File: src/rtl/reorder_buffer_pkg.sv
// Shared reorder-buffer definitions: field widths and the ROB entry payload.
// Imported by rename, the free pool, the reservation stations and the ROB itself.
package reorder_buffer_pkg;

  localparam int unsigned ROB_DEPTH  = 16;
  localparam int unsigned IDX_WIDTH  = 4;
  localparam int unsigned PREG_WIDTH = 6;
  localparam int unsigned AREG_WIDTH = 5;
  localparam int unsigned PC_WIDTH   = 12;
  localparam int unsigned CNT_WIDTH  = IDX_WIDTH + 1;

  // Payload stored per ROB entry; valid/complete bits live beside it in the RAM.
  typedef struct packed {
    logic                  reg_write;
    logic [AREG_WIDTH-1:0] areg_rd;
    logic [PREG_WIDTH-1:0] preg_rd;
    logic [PREG_WIDTH-1:0] old_preg;
    logic [PC_WIDTH-1:0]   pc;
  } rob_entry_t;

  // Ring-pointer increment; wraps naturally because ROB_DEPTH is 2**IDX_WIDTH.
  function automatic logic [IDX_WIDTH-1:0] idx_inc(input logic [IDX_WIDTH-1:0] idx);
    return idx + IDX_WIDTH'(1);
  endfunction

endpackage

File: src/rtl/reorder_buffer_rob_entry_ram.sv
// ROB entry storage: ROB_DEPTH-entry register array with valid/complete bits.
// Ports:
//   clk, rst                  clock, synchronous active-high reset (clears valid/complete)
//   wr_en/wr_idx/wr_data      allocation write (valid=1, complete=0, payload)
//   set0_*/set1_*             completion ports, set complete only on valid entries
//   clr_en/clr_idx            retirement clear of valid and complete
//   rd_idx                    asynchronous read address (head)
//   rd_valid_c/rd_complete_c/rd_data_c  combinational read data
module rob_entry_ram
  import reorder_buffer_pkg::*;
(
  input  logic                 clk,
  input  logic                 rst,
  input  logic                 wr_en,
  input  logic [IDX_WIDTH-1:0] wr_idx,
  input  rob_entry_t           wr_data,
  input  logic                 set0_en,
  input  logic [IDX_WIDTH-1:0] set0_idx,
  input  logic                 set1_en,
  input  logic [IDX_WIDTH-1:0] set1_idx,
  input  logic                 clr_en,
  input  logic [IDX_WIDTH-1:0] clr_idx,
  input  logic [IDX_WIDTH-1:0] rd_idx,
  output logic                 rd_valid_c,
  output logic                 rd_complete_c,
  output rob_entry_t           rd_data_c
);

  logic [ROB_DEPTH-1:0]                valid_q, valid_d;
  logic [ROB_DEPTH-1:0]                complete_q, complete_d;
  rob_entry_t [ROB_DEPTH-1:0]          mem_q, mem_d;

  // Update order: completion sets, then retire clear, then allocation write,
  // so a write into a slot cleared this cycle wins over the clear.
  always_comb begin
    valid_d    = valid_q;
    complete_d = complete_q;
    mem_d      = mem_q;
    if (set0_en && valid_q[set0_idx]) complete_d[set0_idx] = 1'b1;
    if (set1_en && valid_q[set1_idx]) complete_d[set1_idx] = 1'b1;
    if (clr_en) begin
      valid_d[clr_idx]    = 1'b0;
      complete_d[clr_idx] = 1'b0;
    end
    if (wr_en) begin
      valid_d[wr_idx]    = 1'b1;
      complete_d[wr_idx] = 1'b0;
      mem_d[wr_idx]      = wr_data;
    end
  end

  // Status bits reset; payload is qualified by valid and needs no reset.
  always_ff @(posedge clk) begin
    if (rst) begin
      valid_q    <= '0;
      complete_q <= '0;
    end else begin
      valid_q    <= valid_d;
      complete_q <= complete_d;
    end
  end

  always_ff @(posedge clk) begin
    mem_q <= mem_d;
  end

  assign rd_valid_c    = valid_q[rd_idx];
  assign rd_complete_c = complete_q[rd_idx];
  assign rd_data_c     = mem_q[rd_idx];

endmodule

File: src/rtl/reorder_buffer.sv
// Reorder buffer: in-order allocation from rename, out-of-order completion
// from two FU ports, in-order retirement with superseded-tag return to the
// free pool.
// Ports:
//   clk, rst                     clock, synchronous active-high reset
//   alloc_*                      allocation handshake, payload and assigned index (tail)
//   cmpl0_*/cmpl1_*              completion ports
//   fp_full                      free pool cannot accept a push (stalls reg-writing retire)
//   retire_*                     registered retirement pulse and ARF commit data
//   push_free_reg/freed_reg      registered free-pool push of the superseded tag
//   count/empty/full             occupancy
module reorder_buffer
  import reorder_buffer_pkg::*;
(
  input  logic                  clk,
  input  logic                  rst,
  input  logic                  alloc_valid,
  output logic                  alloc_ready,
  input  logic                  alloc_reg_write,
  input  logic [AREG_WIDTH-1:0] alloc_areg_rd,
  input  logic [PREG_WIDTH-1:0] alloc_preg_rd,
  input  logic [PREG_WIDTH-1:0] alloc_old_preg,
  input  logic [PC_WIDTH-1:0]   alloc_pc,
  output logic [IDX_WIDTH-1:0]  alloc_idx,
  input  logic                  cmpl0_valid,
  input  logic [IDX_WIDTH-1:0]  cmpl0_idx,
  input  logic                  cmpl1_valid,
  input  logic [IDX_WIDTH-1:0]  cmpl1_idx,
  input  logic                  fp_full,
  output logic                  retire_valid,
  output logic [AREG_WIDTH-1:0] retire_areg,
  output logic [PREG_WIDTH-1:0] retire_preg,
  output logic [PC_WIDTH-1:0]   retire_pc,
  output logic                  push_free_reg,
  output logic [PREG_WIDTH-1:0] freed_reg,
  output logic [CNT_WIDTH-1:0]  count,
  output logic                  empty,
  output logic                  full
);

  logic [IDX_WIDTH-1:0]  head_q, head_d;
  logic [IDX_WIDTH-1:0]  tail_q, tail_d;
  logic [CNT_WIDTH-1:0]  count_q, count_d;
  logic                  full_q, full_d;
  logic                  empty_q, empty_d;
  logic                  alloc_ready_q, alloc_ready_d;

  logic                  retire_valid_q, retire_valid_d;
  logic [AREG_WIDTH-1:0] retire_areg_q, retire_areg_d;
  logic [PREG_WIDTH-1:0] retire_preg_q, retire_preg_d;
  logic [PC_WIDTH-1:0]   retire_pc_q, retire_pc_d;
  logic                  push_free_reg_q, push_free_reg_d;
  logic [PREG_WIDTH-1:0] freed_reg_q, freed_reg_d;

  logic                  alloc_fire_c;
  logic                  retire_fire_c;
  logic                  head_valid_c;
  logic                  head_complete_c;
  rob_entry_t            head_entry_c;
  rob_entry_t            alloc_entry_c;

  always_comb begin
    alloc_entry_c           = '0;
    alloc_entry_c.reg_write = alloc_reg_write;
    alloc_entry_c.areg_rd   = alloc_areg_rd;
    alloc_entry_c.preg_rd   = alloc_preg_rd;
    alloc_entry_c.old_preg  = alloc_old_preg;
    alloc_entry_c.pc        = alloc_pc;
  end

  rob_entry_ram u_ram (
    .clk           (clk),
    .rst           (rst),
    .wr_en         (alloc_fire_c),
    .wr_idx        (tail_q),
    .wr_data       (alloc_entry_c),
    .set0_en       (cmpl0_valid),
    .set0_idx      (cmpl0_idx),
    .set1_en       (cmpl1_valid),
    .set1_idx      (cmpl1_idx),
    .clr_en        (retire_fire_c),
    .clr_idx       (head_q),
    .rd_idx        (head_q),
    .rd_valid_c    (head_valid_c),
    .rd_complete_c (head_complete_c),
    .rd_data_c     (head_entry_c)
  );

  // Handshake: ready comes from registered occupancy only, never from a same-cycle retire.
  // Retire stalls only when the head would push into a full free pool.
  always_comb begin
    alloc_fire_c  = alloc_valid & alloc_ready_q;
    retire_fire_c = head_valid_c & head_complete_c
                    & ~(head_entry_c.reg_write & fp_full);
  end

  // Pointer and occupancy next state.
  always_comb begin
    head_d  = head_q;
    tail_d  = tail_q;
    count_d = count_q;
    if (retire_fire_c) head_d = idx_inc(head_q);
    if (alloc_fire_c)  tail_d = idx_inc(tail_q);
    case ({alloc_fire_c, retire_fire_c})
      2'b10:   count_d = count_q + CNT_WIDTH'(1);
      2'b01:   count_d = count_q - CNT_WIDTH'(1);
      default: count_d = count_q;
    endcase
    full_d        = (count_d == CNT_WIDTH'(ROB_DEPTH));
    empty_d       = (count_d == '0);
    alloc_ready_d = ~full_d;
  end

  // Retirement outputs: pulses each retire, data holds between retires.
  always_comb begin
    retire_valid_d  = retire_fire_c;
    retire_areg_d   = retire_areg_q;
    retire_preg_d   = retire_preg_q;
    retire_pc_d     = retire_pc_q;
    push_free_reg_d = 1'b0;
    freed_reg_d     = freed_reg_q;
    if (retire_fire_c) begin
      retire_areg_d = head_entry_c.areg_rd;
      retire_preg_d = head_entry_c.preg_rd;
      retire_pc_d   = head_entry_c.pc;
      // Physical tag 0 is reserved and never returned to the pool.
      if (head_entry_c.reg_write && (head_entry_c.old_preg != '0)) begin
        push_free_reg_d = 1'b1;
        freed_reg_d     = head_entry_c.old_preg;
      end
    end
  end

  always_ff @(posedge clk) begin
    if (rst) begin
      head_q          <= '0;
      tail_q          <= '0;
      count_q         <= '0;
      full_q          <= 1'b0;
      empty_q         <= 1'b1;
      alloc_ready_q   <= 1'b1;
      retire_valid_q  <= 1'b0;
      retire_areg_q   <= '0;
      retire_preg_q   <= '0;
      retire_pc_q     <= '0;
      push_free_reg_q <= 1'b0;
      freed_reg_q     <= '0;
    end else begin
      head_q          <= head_d;
      tail_q          <= tail_d;
      count_q         <= count_d;
      full_q          <= full_d;
      empty_q         <= empty_d;
      alloc_ready_q   <= alloc_ready_d;
      retire_valid_q  <= retire_valid_d;
      retire_areg_q   <= retire_areg_d;
      retire_preg_q   <= retire_preg_d;
      retire_pc_q     <= retire_pc_d;
      push_free_reg_q <= push_free_reg_d;
      freed_reg_q     <= freed_reg_d;
    end
  end

  assign alloc_ready   = alloc_ready_q;
  assign alloc_idx     = tail_q;
  assign count         = count_q;
  assign empty         = empty_q;
  assign full          = full_q;
  assign retire_valid  = retire_valid_q;
  assign retire_areg   = retire_areg_q;
  assign retire_preg   = retire_preg_q;
  assign retire_pc     = retire_pc_q;
  assign push_free_reg = push_free_reg_q;
  assign freed_reg     = freed_reg_q;

endmodule

File: config.mk
export PLATFORM = sky130hd
export DESIGN_NAME = reorder_buffer
export DESIGN_NICKNAME = d
export VERILOG_FILES = /design/src/rtl/reorder_buffer_pkg.sv /design/src/rtl/reorder_buffer_rob_entry_ram.sv /design/src/rtl/reorder_buffer.sv
export SDC_FILE = /design/constraint.sdc
export NUM_CORES = 1
export LEC_CHECK = 0
export CAP_MARGIN = 5
export CORE_UTILIZATION = 58
export CTS_CLUSTER_SIZE = 10
export DETAILED_ROUTE_END_ITERATION = 7
export PLACE_DENSITY_LB_ADDON = 0.12
export SYNTH_ARGS = -nofsm -noshare
export SYNTH_HDL_FRONTEND = slang
export SYNTH_SLANG_ARGS = --single-unit
File: constraint.sdc
create_clock -name clk -period 5.8 [get_ports clk]
set_input_delay 1.16 -clock clk [delete_from_list [all_inputs] [get_ports clk]]
set_output_delay 1.16 -clock clk [all_outputs]
set_load 0.02 [all_outputs]
==> out/qor.yml, run 1 <==
logic_synthesis:
  synth_top_area_cell: "edfxtp_1"
  synth_top_flop_cell: "edfxtp_1"
  synth_most_common_cell: "edfxtp_1"
  ys_seq_elements: 559
  syn-mean-instance-area_um2: 20.03
  synth-compound-area-share: 0.03094
  synthAdderAreaFrac: 0.006223
  yosysSeqAreaShare: 0.7232
  synth.area.top_cells: "edfxtp_1 (65%), mux4_2 (16%), dfxtp_1 (7.2%), nor2_1 (1.5%), mux2i_1 (1.4%)"
  synthesis.area_mm2: 0.02212
  synth_top_area_frac: 0.6517
  syn-instance-count: 1104
  syn_nets: 1159
  distinct_cell_type_count_after_synthesis: 47
  most_used_standard_cells_in_the_synthesized_netlist: "edfxtp_1 (480), mux4_2 (153), nor2_1 (87)"
  largest_family_of_logic_cells_by_synthesized_area: "multiplexers"
  yosys-mux-area-fraction: 0.1791
  ys.warnings.count: 0
  synth_xor_xnor_area_share: 0.003564
  synth_simple_gate_area_share: 0.03943
  synth_edf_count: 480
  ys_async_sr_fraction: 0
sta:
  layout_worst_path_cycle_share: 0.7336
  final_hold_viol_count: 0
  timing.max_slew.rel_slack: 0.2453
  drv_slew: 0
  timing.final.crit_period_ps: 4255
  setup_total_negative_slack_ps: 0
  grt_setup_unrepaired: "false"
  fmax_mhz: 235.0
  fin_worst_hold_slack_ps: 484.0
  clock-skew-final_ps: 16.01
  final_worst_setup_slack_ps: 1545
  setup_viol_count_final: 0
  worst-slew-pin-transition_ps: 1129
floorplanning:
  placement_rows: 71
  die_area_mm2: 0.03892
  starting_density: 0.5886
  fp.dieH_um: 197.3
  die_w_um: 197.3
  floorplan.core_area_mm2: 0.03758
  top_level_ports: 87
power_and_ir_drop:
  cellPowerDensity_mw_per_mm2: 326.6
  leakagePower_nw: 7.791
  peakVddDrop_mv: 0.2839
worst_hold_path:
  worst_hold_startpoint: "freed_reg[1]"
  min_path_cells: 2
  hp-class: "reg2reg"
  worst_hold_path.endpoint: "freed_reg[1]"
clocking:
  post-cts-setup-buffers: 0
  cts_root_buffer: "clkbuf_16"
  source_to_sink_clock_delay_at_the_later_pin_of_the_worst_skew_pair_ps: 570
  holdBufCountCts: 0
  ctsLongestPathBuffers: 3
  clock-sinks: 559
  tritoncts: "done"
  cts-buffers-inserted: 66
  clk_pin_slew_ps: 50
  post_cts.resized_instances: 0
  cts_htree_levels: 3
setup_path:
  worstPathMaxFanout: 43
  timing.setup.critical_path_class: "reg2reg"
  ff_to_ff_end: "full"
  start_kind: "flip-flop"
  critPathLaunch: "head_q[0]"
  worst_ep_arrival_time_ps: 4760
  worstPathRequired_ps: 6300
  end_kind: "flip-flop"
  ff2ff_path_depth: 12
  regToRegSetupSlack_ps: 1540
  worst_r2r_src: "head_q[0]"
place:
  place.gp.congestion: 0.8089
  place_hpwl_mm: 25.20
  buffer_ports.inserted: 86
  dp_worst_setup_slack_ps: 1524
global_routing:
  global_route.overflow_total: 0
  wire_length_of_the_first_global_routing_pass_mm: 70.93
  antenna_found_initial: 1
  grt_pass1_vias: 11120
  grt_start_max_net_pins: 80
  grt_use_total: 0.2548
flow_run:
  maxCapViolations: 0
detailed_routing:
  drt-vias-per-instance: 6.210
  detail_route.first_pass.iterations: 5
  post_drt_wl_per_cell_um: 26.73
  drc: 0
  count_of_vias_placed_by_the_detailed_router: 11010
  routed_wirelength_mm: 47.40
  drt.antenna.violating_nets: 0
  detailedRoute.firstIterationViolations: 817
run_status:
  status: "finished clean"
cells_and_area:
  layout_top_registers: "u_ram.mem_q x480, u_ram.complete_q x16, u_ram.valid_q x16"
  largest_register_ff_count: 480
  final.fill_count: 2439
  seq_area_mm2: 0.01601
  final_net_count: 1272
  multiInputGateArea_mm2: 0.005844
  area_growth_syn_to_layout_pct: 15.08
  max_flop_register: "u_ram.mem_q"
  post_route_cells_drive_above_1_share: 0.2353
  num_antenna_cells: 0
-- per-stage QoR --
step	area [um2]	instances	utilization	total power, mW
4_1_cts	25450	1773	0.6774	8.377
6_report	25450	1773	0.6774	8.312
3_3_place_gp	23570	1660	0.6272	4.739
2_1_floorplan	22120	1104	-	4.617
3_5_place_dp	23570	1660	0.6272	4.746
5_1_grt	25450	1773	0.6774	8.557
-- layout by cell type (no fill, tap or decap), types with 4 or more instances in the layout --
cell type | Yosys | final
a211oi_1 | 17 | 17
nor2_1 | 87 | 75
buf_4 | 1 | 28
mux4_1 | 7 | 7
nor2b_1 | 17 | 17
nand2_1 | 13 | 13
nand3b_1 | 8 | 8
clkbuf_1 | 32 | 40
a22oi_1 | 10 | 10
a22o_1 | 4 | 4
and2_1 | 5 | 5
xor2_1 | 5 | 5
nor3_1 | 13 | 9
clkdlybuf4s50_1 | 0 | 85
edfxtp_1 | 480 | 480
dfxtp_1 | 79 | 75
nand3_1 | 15 | 15
a2111oi_2 | 16 | 16
o21ai_0 | 5 | 5
inv_1 | 5 | 5
mux4_2 | 153 | 153
clkbuf_16 | 0 | 67
ha_1 | 11 | 11
nor2_4 | 1 | 13
nor3_2 | 0 | 4
xnor2_1 | 4 | 4
mux2i_1 | 32 | 32
o22ai_1 | 12 | 12
a21oi_1 | 13 | 13
-- power breakdown --
| part | internal, mW | switching, mW |
|---|---|---|
| combinational | 0.0897 | 0.144 |
| clock | 2.17 | 1.48 |
| sequential | 4.41 | 0.0174 |
| total | 6.67 | 1.64 |
-- worst max path at each step --
stage	to	cells past startpoint
2_1_floorplan	u_ram.mem_q[100]	4
3_3_place_gp	full	12
3_5_place_dp	full	12
4_1_cts	full	12
5_1_grt	full	12
6_report	full	12
-- routing by layer --
layer | part of all wire | track usage | vias to the layer above
li1 | - | - | 4787
met1 | 0.43 | 0.3697 | 5707
met2 | 0.48 | 0.3944 | 432
met3 | 0.067 | 0.04746 | 83
met4 | 0.023 | 0.08843 | 2
met5 | 0.00027 | 0 | -
-- logic make-up (layout without fill, tap and decap cells) --
kind of cell,Yosys count,count (layout)
buf+inv,73,231
mux,193,193
xor+xnor,9,9
compound gates,82,82
simple gates,177,177
fa+ha+maj,11,11
flops,559,559
-- final cells by class --
| type | count | share of cell area |
|---|---|---|
| Sequential cell | 559 | 0.6288 |
| Tap cell | 511 | 0.02512 |
| Inverter | 5 | 0.0007374 |
| Clock buffer | 109 | 0.07285 |
| Timing Repair Buffer | 113 | 0.04169 |
| Multi-Input combinational cell | 472 | 0.2296 |
| Clock inverter | 4 | 0.001180 |
-- critical path: stages (launching register included) --
cell and delay, ps:
dfxtp_4 930, mux4_2 610, a22oi_1 240, a21boi_1 170, nor3_4 200, buf_4 560, ha_1 400, a21oi_1 80
o21bai_1 150, a32oi_1 80, or3_1 350, a21oi_1 230, and3_1 180
Note: power is estimated with default switching activity, not from simulation.
==> run 2, diff against run 1 <==
Settings changed: CORE_UTILIZATION 58 to 55.
Clock period 5.8 ns to 3.5 ns, I/O delays scaled along.
==> run 2 against run 1 <==
Effect of this change: total power is 67% higher; combinational power grew 71%; sequential power grew 66%; critical path type unchanged; largest cell class unchanged; largest power group unchanged.
==> out/qor.yml, run 2 (synthesis results as in run 1) <==
sta:
  clock-skew-final_ps: 17.37  # was 16.01 ps
  grt_setup_unrepaired: "false"  # unchanged
  final_hold_viol_count: 0  # unchanged
  layout_worst_path_cycle_share: 0.9193  # was 0.7336
  fin_worst_hold_slack_ps: 476.5  # was 484.0 ps
  fmax_mhz: 310.8  # was 235.0 MHz
  setup_viol_count_final: 0  # unchanged
  timing.final.crit_period_ps: 3217  # was 4255 ps
  drv_slew: 0  # unchanged
  timing.max_slew.rel_slack: 0.4277  # was 0.2453
  worst-slew-pin-transition_ps: 858.5  # was 1129 ps
  setup_total_negative_slack_ps: 0  # unchanged
  final_worst_setup_slack_ps: 282.6  # was 1545 ps
setup_path:
  worst_ep_arrival_time_ps: 3660  # was 4760 ps
  cp_slowest_stage_delay_ps: 510  # was 930 ps
  worstPathRequired_ps: 3940  # was 6300 ps
  ff2ff_path_depth: 14  # was 12
  end_kind: "flip-flop"  # unchanged
  worst_r2r_src: "head_q[0]"  # unchanged
  regToRegSetupSlack_ps: 280  # was 1540 ps
  ff_to_ff_end: "alloc_ready"  # was full
  timing.setup.critical_path_class: "reg2reg"  # unchanged
  worstPathMaxFanout: 7  # was 43
  worstPathCellList: "buf_4, mux4_2, a22oi_2, a21boi_2, nor3_4, ha_4, xor2_1, ha_2, a21oi_1, o21bai_1, a32oi_1, or3_1, a21oi_2, nand3_1"  # was mux4_2, a22oi_1, a21boi_1, nor3_4, buf_4, ha_1, a21oi_1, o21bai_1, a32oi_1, or3_1, a21oi_1, and3_1
  start_kind: "flip-flop"  # unchanged
  crit_slowest_cell: "mux4_2"  # was dfxtp_4
cells_and_area:
  layout.cells.most_common_list: "edfxtp_1 (480), mux4_2 (153), clkdlybuf4s50_1 (85)"  # unchanged
  area_growth_syn_to_layout_pct: 17.68  # was 15.08%
  final_cells: 1825  # was 1,773
  final.fill_count: 2652  # was 2,439
  final_core_utilization: 0.6551  # was 0.6774
  max_flop_register: "u_ram.mem_q"  # unchanged
  post_route_cells_drive_above_1_share: 0.2604  # was 0.2353
  mostFrequentLayoutCell: "edfxtp_1"  # unchanged
  largest_register_ff_count: 480  # unchanged
  final_net_count: 1303  # was 1,272
  final_area_mm2: 0.02603  # was 0.02545 mm2
  layout_top_registers: "u_ram.mem_q x480, u_ram.complete_q x16, u_ram.valid_q x16"  # unchanged
detailed_routing:
  detail_route.first_pass.iterations: 5  # unchanged
  detailedRoute.firstIterationViolations: 1025  # was 817
  post_drt_wl_per_cell_um: 26.17  # was 26.73 um
  drt-vias-per-instance: 6.136  # was 6.210
  routed_wirelength_mm: 47.75  # was 47.40 mm
  drc: 0  # unchanged
  drt.antenna.violating_nets: 0  # unchanged
  count_of_vias_placed_by_the_detailed_router: 11200  # was 11,010
floorplanning:
  placement_rows: 73  # was 71
  die_w_um: 202.5  # was 197.3 um
  starting_density: 0.5567  # was 0.5886
  top_level_ports: 87  # unchanged
  fp.dieH_um: 202.5  # was 197.3 um
  die_area_mm2: 0.04102  # was 0.03892 mm2
  floorplan.core_area_mm2: 0.03973  # was 0.03758 mm2
worst_hold_path:
  hp-class: "reg2reg"  # unchanged
  min_path_cells: 2  # unchanged
  worst_hold_startpoint: "freed_reg[5]"  # was freed_reg[1]
  worst_hold_path.endpoint: "freed_reg[5]"  # was freed_reg[1]
global_routing:
  grt_start_max_net_pins: 115  # was 80
  antenna_found_initial: 3  # was 1
  wire_length_of_the_first_global_routing_pass_mm: 71.72  # was 70.93 mm
  global_route.overflow_total: 0  # unchanged
  grt_use_total: 0.2414  # was 0.2548
  grt_pass1_vias: 11250  # was 11,120
run_status:
  status: "finished clean"  # unchanged
place:
  buffer_ports.inserted: 86  # unchanged
  placed_cells_incl_taps: 1694  # was 1,660
  place_hpwl_mm: 25.95  # was 25.20 mm
  place.gp.congestion: 0.8150  # was 0.8089
  dp_worst_setup_slack_ps: 123.4  # was 1524 ps
  dpl-instance-area_mm2: 0.02394  # was 0.02357 mm2
flow_run:
  maxCapViolations: 0  # unchanged
clocking:
  clock-sinks: 559  # unchanged
  cts_htree_levels: 3  # unchanged
  ctsLongestPathBuffers: 3  # unchanged
  tritoncts: "done"  # unchanged
  clk_pin_slew_ps: 60  # was 50 ps
  cts_root_buffer: "clkbuf_16"  # unchanged
  holdBufCountCts: 0  # unchanged
  source_to_sink_clock_delay_at_the_later_pin_of_the_worst_skew_pair_ps: 570  # about the same
  cts-buffers-inserted: 66  # unchanged
power_and_ir_drop:
  leakagePower_nw: 8.013  # was 7.791 nW
  total_power_mw: 13.92  # was 8.312 mW
  peakVddDrop_mv: 0.3733  # was 0.2839 mV
  cellPowerDensity_mw_per_mm2: 534.9  # was 326.6 mW/mm2
==> run 2: what timing repair did <==
item                       4_1_cts  5_1_grt
setup endpoints to repair        0        3
resized for setup                0        3
setup buffers                    0       11
==> run 2: power by group <==
| group | switching, mW | total (mW) | internal, mW |
|---|---|---|---|
| clock | 2.51 | 6.19 | 3.67 |
| combinational | 0.240 | 0.399 | 0.160 |
| sequential | 0.0266 | 7.34 | 7.31 |
==> run 2: worst max-delay path by stage <==
stage	from	end	slack [ps]
4_1_cts	head_q[0]	alloc_ready	110
2_1_floorplan	head_q[0]	full	-10
6_report	head_q[0]	alloc_ready	280
3_3_place_gp	head_q[0]	full	230
3_5_place_dp	head_q[0]	alloc_ready	120
5_1_grt	head_q[3]	alloc_ready	50
==> run 2: layout make-up <==
| type | instances | area (um2) | area share |
|---|---|---|---|
| antenna | 2 | 5.005 | 0.0001923 |
| clock buffer | 112 | 1887 | 0.07249 |
| clock inverter | 6 | 75.07 | 0.002884 |
| inverter | 5 | 18.77 | 0.0007211 |
| multi-input combinational | 472 | 5912 | 0.2271 |
| sequential | 559 | 16010 | 0.6149 |
| tap | 525 | 656.9 | 0.02524 |
| timing repair buffer | 144 | 1469 | 0.05643 |
==> run 2: worst max-delay path, delay by kind of cell, from the launching register on <==
kind	cells	cell delay, ps
AOI/OAI and AO/OA	6	750
xor gates and xnor gates	1	140
adders and majority gates	2	420
buffers and inverters	1	170
DFF	1	360
muxes	1	510
and+or+nand+nor	3	730
==> run 2: routing by layer <==
layer  routed length (um)  vias to the layer above  track usage
li1                     -                     4852            -
met1                21020                     5926       0.3564
met2                22990                      360       0.3757
met3                 3028                       56      0.04189
met4                  687                        4      0.06767
met5                   27                        -            0
